--- src/rtl/router_pkg.sv ---
// Shared mesh-router definitions: default flit width, input buffer depth and
// port indices used by the input buffers and the arbiter's parent.
package router_pkg;

  localparam int FLIT_WIDTH = 64;
  localparam int IBUF_DEPTH = 4;
  localparam int NUM_PORTS  = 5;

  typedef enum logic [2:0] {
    NORTH = 3'd0,
    SOUTH = 3'd1,
    EAST  = 3'd2,
    WEST  = 3'd3,
    LOCAL = 3'd4
  } port_e;

endpackage

--- src/rtl/router_fifo_mem.sv ---
// Input buffer storage: DEPTH x DATA_WIDTH register array with one write port
// and a combinational read port. Contents are deliberately not reset.
module router_fifo_mem #(
  parameter int DATA_WIDTH = 64,
  parameter int DEPTH      = 4,
  parameter int ADDR_WIDTH = 2
) (
  input  logic                  clk,
  input  logic                  wr_en,
  input  logic [ADDR_WIDTH-1:0] wr_addr,
  input  logic [DATA_WIDTH-1:0] wr_data,
  input  logic [ADDR_WIDTH-1:0] rd_addr,
  output logic [DATA_WIDTH-1:0] rd_data
);

  logic [DATA_WIDTH-1:0] mem [DEPTH];

  // Write the accepted flit into its slot.
  always_ff @(posedge clk) begin
    if (wr_en) begin
      mem[wr_addr] <= wr_data;
    end
  end

  assign rd_data = mem[rd_addr];

endmodule

--- src/rtl/router_input_buffer.sv ---
// Per-input-port flit FIFO feeding the output-stage arbiter (valid/ready in,
// request/grant out). Optional occupancy statistics: ROUTER_IBUF_STATS_EN.
module router_input_buffer
  import router_pkg::*;
#(
  parameter int DATA_WIDTH = FLIT_WIDTH,
  parameter int DEPTH      = IBUF_DEPTH,
  parameter int PTR_WIDTH  = $clog2(DEPTH)
) (
  input  logic                  clk,
  input  logic                  reset,
  input  logic                  in_valid,
  input  logic [DATA_WIDTH-1:0] in_data,
  output logic                  in_ready,
  output logic                  out_request,
  input  logic                  out_grant,
  output logic [DATA_WIDTH-1:0] out_data
`ifdef ROUTER_IBUF_STATS_EN
  ,
  output logic [PTR_WIDTH:0]    occupancy,
  output logic [PTR_WIDTH:0]    high_water
`endif
);

  localparam logic [PTR_WIDTH:0]   FULL_COUNT = (PTR_WIDTH+1)'(DEPTH);
  localparam logic [PTR_WIDTH:0]   ZERO_COUNT = {(PTR_WIDTH+1){1'b0}};
  localparam logic [PTR_WIDTH:0]   ONE_COUNT  = (PTR_WIDTH+1)'(1);
  localparam logic [PTR_WIDTH-1:0] ZERO_PTR   = {PTR_WIDTH{1'b0}};
  localparam logic [PTR_WIDTH-1:0] ONE_PTR    = PTR_WIDTH'(1);

  logic [PTR_WIDTH-1:0] wr_ptr;
  logic [PTR_WIDTH-1:0] rd_ptr;
  logic [PTR_WIDTH:0]   count;
  logic                 push;
  logic                 pop;

  // Handshakes only look at registered state, so a full buffer never passes through.
  assign in_ready    = (count != FULL_COUNT);
  assign out_request = (count != ZERO_COUNT);
  assign push        = in_valid && in_ready;
  assign pop         = out_request && out_grant;

  router_fifo_mem #(
    .DATA_WIDTH (DATA_WIDTH),
    .DEPTH      (DEPTH),
    .ADDR_WIDTH (PTR_WIDTH)
  ) u_mem (
    .clk     (clk),
    .wr_en   (push),
    .wr_addr (wr_ptr),
    .wr_data (in_data),
    .rd_addr (rd_ptr),
    .rd_data (out_data)
  );

  // Pointer and occupancy tracking; pointers wrap naturally at DEPTH.
  always_ff @(posedge clk or posedge reset) begin
    if (reset) begin
      wr_ptr <= ZERO_PTR;
      rd_ptr <= ZERO_PTR;
      count  <= ZERO_COUNT;
    end else begin
      if (push) begin
        wr_ptr <= wr_ptr + ONE_PTR;
      end
      if (pop) begin
        rd_ptr <= rd_ptr + ONE_PTR;
      end
      case ({push, pop})
        2'b10:   count <= count + ONE_COUNT;
        2'b01:   count <= count - ONE_COUNT;
        default: count <= count;
      endcase
    end
  end

`ifdef ROUTER_IBUF_STATS_EN
  assign occupancy = count;

  // Sticky maximum of occupancy since the last reset.
  always_ff @(posedge clk or posedge reset) begin
    if (reset) begin
      high_water <= ZERO_COUNT;
    end else if (count > high_water) begin
      high_water <= count;
    end else begin
      high_water <= high_water;
    end
  end
`else
  // Statistics disabled: no occupancy ports and no high-water register.
`endif

endmodule
--- config.mk ---
export PLATFORM = sky130hd
export DESIGN_NAME = router_input_buffer
export DESIGN_NICKNAME = d
export VERILOG_FILES = /design/src/rtl/router_pkg.sv /design/src/rtl/router_fifo_mem.sv /design/src/rtl/router_input_buffer.sv
export SDC_FILE = /design/constraint.sdc
export NUM_CORES = 1
export LEC_CHECK = 0
export ABC_AREA = 0
export BUFFER_PORTS_ARGS = -buffer_cell sky130_fd_sc_hd__buf_2
export CORE_UTILIZATION = 53
export DETAILED_ROUTE_END_ITERATION = 8
export PLACE_DENSITY = 0.72
export SLEW_MARGIN = 5
export SYNTH_ARGS = -nofsm -noshare
export SYNTH_HDL_FRONTEND = slang
export SYNTH_SLANG_ARGS = --single-unit
--- constraint.sdc ---
create_clock -name clk -period 2.7 [get_ports clk]
set_input_delay 0.54 -clock clk [delete_from_list [all_inputs] [get_ports clk]]
set_output_delay 0.54 -clock clk [all_outputs]
set_load 0.02 [all_outputs]
== Yosys cells after proc, flatten, opt, wreduce, memory -nomap -nowiden ==
Memory sizes are Yosys's and may differ from the RTL's.
Index checks and enable logic that the tools add are counted.
Widths: inputs -> output; s select.

* Register bits: 7
* Bits in read-only memories: 0
* Output and inout bits: 66
* Memories: 1
* Input port bits: 68
* RAM bits: 256
* Bits in latches: 0

{| class="wikitable"
|+ Memory list
! memory !! words !! width !! rd ports !! clocked after memory_dff !! wr ports !! RTL line !! RTL
|-
| u_mem.mem || 4 || 64 || 1 || 0 || 1 || router_fifo_mem.sv:16 || <nowiki>logic [DATA_WIDTH-1:0] mem [DEPTH];</nowiki>
|}

* Reduce and logical (&&, ||, !) cells: 4
* $mul: 0
* Divide/modulo/power cells: 0
* Multiplexer cells: 3
* Bitwise gates (word level): 0
* $add $sub $neg: 4
* $lt $le $gt $ge: 0
* Shift-type cells: 0
* Equality and inequality tests: 3

{| class="wikitable"
|+ Operators with widths
! cell !! count
|-
| $pmux 3 s2 || 1
|-
| $add 2x1->2 const B || 2
|-
| $add 3x1->3 const B || 1
|-
| $ne 3x3->1 const B || 1
|-
| $reduce_bool 3->1 || 1
|-
| $sub 3x1->3 const B || 1
|-
| $eq 2x1->1 const B || 1
|-
| $eq 2x2->1 const B || 1
|-
| $logic_and 1x1->1 || 2
|-
| $mux 1 || 2
|-
| $reduce_bool 2->1 || 1
|}

== Longest topological paths before layout ==
* Depth after elaboration: 4
* Gate-level depth with buffers: 9

== Modules after synthesis ==
A second synthesis with hierarchy kept.

* Cell total of the unflattened synthesis: 367
* Area total of the unflattened synthesis: 9696.8 µm²

{| class="wikitable"
|+ Modules (own cells, without submodules)
! module !! times used !! cells an instance !! area an instance (µm²)
|-
| router_fifo_mem || 1 || 338 || 9341.5
|-
| router_input_buffer || 1 || 29 || 355.3
|}

== Worst setup path before layout ==
OpenSTA, ideal clock, no wires.

* Path type: reg-to-reg
* Start: reg count[0]
* End: reg count[2]
* Clock period less this slack: 2.130 ns
* Stages on the path, launching flop included: 10
* Arrival: 2.051 ns
* Required time: 2.621 ns
* Setup time: 0.079 ns
* Buffers on the path: 0
* Slack: 0.570 ns
* Path through: dfrtp_1 or3b_4 and2_4 inv_1 ha_1 inv_1 fa_1 xor2_1 nor2_1 xor2_1

* Word-level cells in the longest chain between the ends: 4

{| class="wikitable"
|+ Ends and longest elaborated chain
! item !! RTL line !! RTL
|-
| from (decl) || router_input_buffer.sv:33 || <nowiki>logic [PTR_WIDTH:0] count;</nowiki>
|-
| from (signal assigned) || router_input_buffer.sv:70 || <nowiki>2'b10: count <= count + ONE_COUNT;</nowiki>
|-
| from (signal assigned) || router_input_buffer.sv:71 || <nowiki>2'b01: count <= count - ONE_COUNT;</nowiki>
|-
| from (signal assigned) || router_input_buffer.sv:72 || <nowiki>default: count <= count;</nowiki>
|-
| $ne 3x3->1 * || router_input_buffer.sv:38 || <nowiki>assign in_ready = (count != FULL_COUNT);</nowiki>
|-
| via in_ready || router_input_buffer.sv:14 || <nowiki>output logic in_ready,</nowiki>
|-
| $logic_and 1x1->1 * || router_input_buffer.sv:40 || <nowiki>assign push = in_valid && in_ready;</nowiki>
|-
| $eq 2x1->1 or $eq 2x2->1 (tied branches) || router_input_buffer.sv:69 || <nowiki>case ({push, pop})</nowiki>
|-
| $pmux 3 s2 or $reduce_bool 2->1 (tied branches) || - ||
|}

The timed path passes the listed nets; every way through them passes the cells marked *.
A chain may end at the register's enable or synchronous reset.

== Worst setup path in the final report ==
* Start: reg rd_ptr[0]
* End: out out_data[37]

* Word-level cells in the longest chain between the ends: 1

{| class="wikitable"
|+ Ends and longest elaborated chain
! item !! RTL line !! RTL
|-
| from (decl) || router_input_buffer.sv:32 || <nowiki>logic [PTR_WIDTH-1:0] rd_ptr;</nowiki>
|-
| from (signal assigned) || router_input_buffer.sv:67 || <nowiki>rd_ptr <= rd_ptr + ONE_PTR;</nowiki>
|-
| $mem_v2 4x64 || - ||
|-
| to (decl) || router_input_buffer.sv:17 || <nowiki>output logic [DATA_WIDTH-1:0] out_data</nowiki>
|}

Every way passes these cells.

==> run_results.csv <==
group,metric,value,unit
drt,drtIter0Drc,205,
clocking,cts_tree,"yes",
global_routing,grt_pass1_vias,4646,
critical_path,r2r-end,"count[2]",
critical_path,cp_num_buf_inv,2,
critical_path,crit_family,"multiplexers",
floorplanning,die_area,18700,sq um
clocking,clock-root-buffer,"clkbuf_16",
yosys,synth_top_area_cell,"edfxtp_1",
pwr,seq_power_share,43.2,%
critical_path,reg2reg_from,"count[0]",
pwr,power,13.1,mW
critical_path,endpoint_kind,"primary output",
critical_path,cp.required,2160,ps
pwr,ir_worst_vdd,0.905,mV
clocking,clock_latency,510,ps
floorplanning,die-width,137,microns
yosys,ys_ff_latch,263,
yosys,yosysTopAreaCellShare,79.7,%
timing,min_period_over_period,92.8,%
critical_path,crit_fanout,22,
timing,period_minus_slack,2510,ps
critical_path,crit_path_start_kind,"flop",
floorplanning,num_rows,48,
floorplanning,io_pins,134,
critical_path,crit_chain,"buf_12, mux4_2, buf_2",
yosys,synthTopCellsByArea,"edfxtp_1 (80%), mux4_2 (15%), dfrtp_1 (1.8%), ha_1 (0.65%), buf_4 (0.39%)",
final_layout,num-nets-final,610,
clocking,htreeDepth,1,
drt,drtPass1Iterations,7,
floorplanning,core_area,17500,sq um
pwr,sw_frac_of_total,30.7,%
yosys,synth_nets,446,
pwr,p_per_area,1140,nW/um^2
floorplanning,die_y,137,microns
hold_path,min-delay-start,"in_data[7]",
hold_path,hp-class,"in -> reg",
drt,wirelength,16200,microns
drt,drc,0,
global_routing,grt_overflow,0,
timing,worst_pin_slew,408,ps
hold_path,hold_end,"u_mem.mem[3][7]",
drt,wl_per_cell,20.8,microns
timing,clock_skew,13.5,ps
critical_path,crit_start,"rd_ptr[0]",
pwr,netSwitchingPower,4.01,mW
clocking,cts_resized,0,
clocking,clkSinkCount,263,
critical_path,slowest_stage,"mux4_2",
yosys,yosys-top-cells-count,"edfxtp_1 (256), mux4_2 (64), dfrtp_1 (7), inv_1 (7), buf_2 (6)",
critical_path,reg2reg_slack,460,ps
final_layout,drive_gt1_share,45.6,%
pwr,p_int,9.06,mW
yosys,yosys.cell_count.top_type,"edfxtp_1",
drt,ant_nets,0,
yosys,synth_ff_type,"edfxtp_1",
yosys,syn_inst,372,
yosys,synth_warnings,0,
yosys,yosysUniqueCellTypes,21,
drt,vias,4319,
pwr,p_clk_share,24.3,%
clocking,path_clk_slew,60,ps
outcome,status,"completed",
timing,rsz0062_at_grt,"no",
global_routing,grt_first_pass_wirelength,25100,microns
timing,hold_viol,0,
timing,tns,0,ps
floorplanning,start_util,55.0,%
pwr,combPwrFrac,32.5,%
place,portBuffers,133,
yosys,async_flop_share,2.66,%
critical_path,cp.arrival,1970,ps
yosys,synth_seq_area_share,81.5,%
place,dp.final_hpwl,9930,microns
yosys,avgSynthCellArea,25.9,sq um
pwr,leakage,3.98,nW
yosys,synth_edf_count,256,
hold_path,holdPathStages,1,
final_layout,fill_cells,1162,
clocking,cts_buffers,26,
timing,setup_viol,0,
critical_path,slowest_delay,540,ps
yosys,syn_area,9640,sq um
run,maxCapViolations,0,
critical_path,worst-r2r-cell-count,9,
place,gp_congestion,0.701,
timing,finalMaxSlewViolations,0,
global_routing,grt_antenna_before_repair,2,
timing,relSlewSlack,72.8,%
drt,viasPerCell,5.53,
final_layout,area_growth,19.4,%
global_routing,grt_max_degree,42,
critical_path,critPathKind,"reg -> out",
clocking,clk_path_buf_depth,3,
global_routing,track_usage,18.2,%
timing,fmax,0.399,GHz
-- placed cells by master (no fill, tap or decap) --
cell / synthesis / routed
nand2_1: 1 / 1
clkinv_4: 0 / 1
o31a_2: 1 / 1
fa_1: 1 / 1
dfrtp_1: 7 / 5
buf_4: 5 / 9
and3_4: 0 / 4
mux2i_1: 1 / 1
buf_12: 0 / 7
clkbuf_1: 1 / 9
or3_2: 1 / 1
clkinv_2: 0 / 1
ha_1: 5 / 5
clkinv_1: 0 / 9
dlygate4sd3_1: 0 / 1
diode_2: 0 / 1
or3b_4: 1 / 1
inv_1: 7 / 7
dfrtp_4: 0 / 2
xor2_1: 3 / 3
and2_4: 1 / 1
clkbuf_16: 0 / 27
xnor2_1: 3 / 3
mux2_4: 1 / 1
mux4_2: 64 / 64
buf_2: 6 / 133
nor2_1: 1 / 1
edfxtp_1: 256 / 256
-- worst register-to-register path, stage by stage, from the launching register on --
cell and delay [ps]:
dfrtp_1 430, or3b_4 460, and2_4 190, inv_1 60, ha_1 180, inv_1 60, fa_1 370, xor2_1 150
nor2_1 110, xor2_1 160
-- cell families after synthesis --
kind of cell,count (synthesis),share of synthesized area [%]
buffers and inverters,21,1.09
adders and majority gates,6,0.856
DFF,263,81.5
xor gates and xnor gates,6,0.545
and+or+nand+nor,9,0.675
muxes,66,15.2
AOI/OAI and AO/OA,1,0.104
-- worst max-delay path by stage --
stage | end | slack, ps | depth (start not counted)
2_1_floorplan | count[2] | 570 | 9
3_3_place_gp | out_data[11] | 480 | 3
3_5_place_dp | count[2] | 470 | 9
5_1_grt | out_data[12] | 90 | 3
4_1_cts | out_data[12] | 150 | 3
6_report | out_data[37] | 190 | 3
-- sequential cells by signal (all words and copies together), names as in the netlist --
register and cells:
u_mem.mem 256, wr_ptr 2, rd_ptr 2, count 3
-- power by group through the flow --
stage / logic [mW] / registers (mW) / clock network (mW)
after floorplan: 2.98 / 5.62 / 0
after global placement: 4.22 / 5.74 / 0
after detailed placement: 4.24 / 5.80 / 0
after CTS: 4.37 / 5.66 / 3.26
after global routing: 4.58 / 5.72 / 3.43
final: 4.25 / 5.65 / 3.18
-- stage by stage --
step                      utilization, %  instance area [sq um]  worst slack [ps]  hold WS (ps)  std cells
after floorplan                        -                   9640               570           343        372
after global placement              61.1                  10700               477           492        728
after detailed placement            61.1                  10700               472           502        728
after CTS                           65.6                  11500               151           222        780
after global routing                65.6                  11500              94.5           222        780
final                               65.6                  11500               193           242        781
-- metal layers --
layer / GRT usage [%] / vias to the layer above / share of wire (%)
li1: - / 1924 / -
met1: 23.6 / 2250 / 41
met2: 31.0 / 119 / 52
met3: 4.37 / 24 / 5.4
met4: 4.82 / 2 / 1.7
met5: 0 / - / 0.080
-- what timing repair did --
item / in CTS / in global routing
setup endpoints to repair: 50 / 0
hold endpoints to repair: 7 / 0
buffers inserted: 4 / 0
hold buffers: 1 / 0
-- area by class of cell --
class                      count  area [sq um]  share of cell area [%]
tap                          225           282                    2.45
sequential                   263          7870                    68.4
multi-input combinational     88          1690                    14.7
antenna                        1          2.50                  0.0217
inverter                       7          26.3                   0.228
timing repair buffer         150           883                    7.67
clock inverter                11          47.5                   0.413
clock buffer                  36           709                    6.16
(Power assumes the default switching activity.)
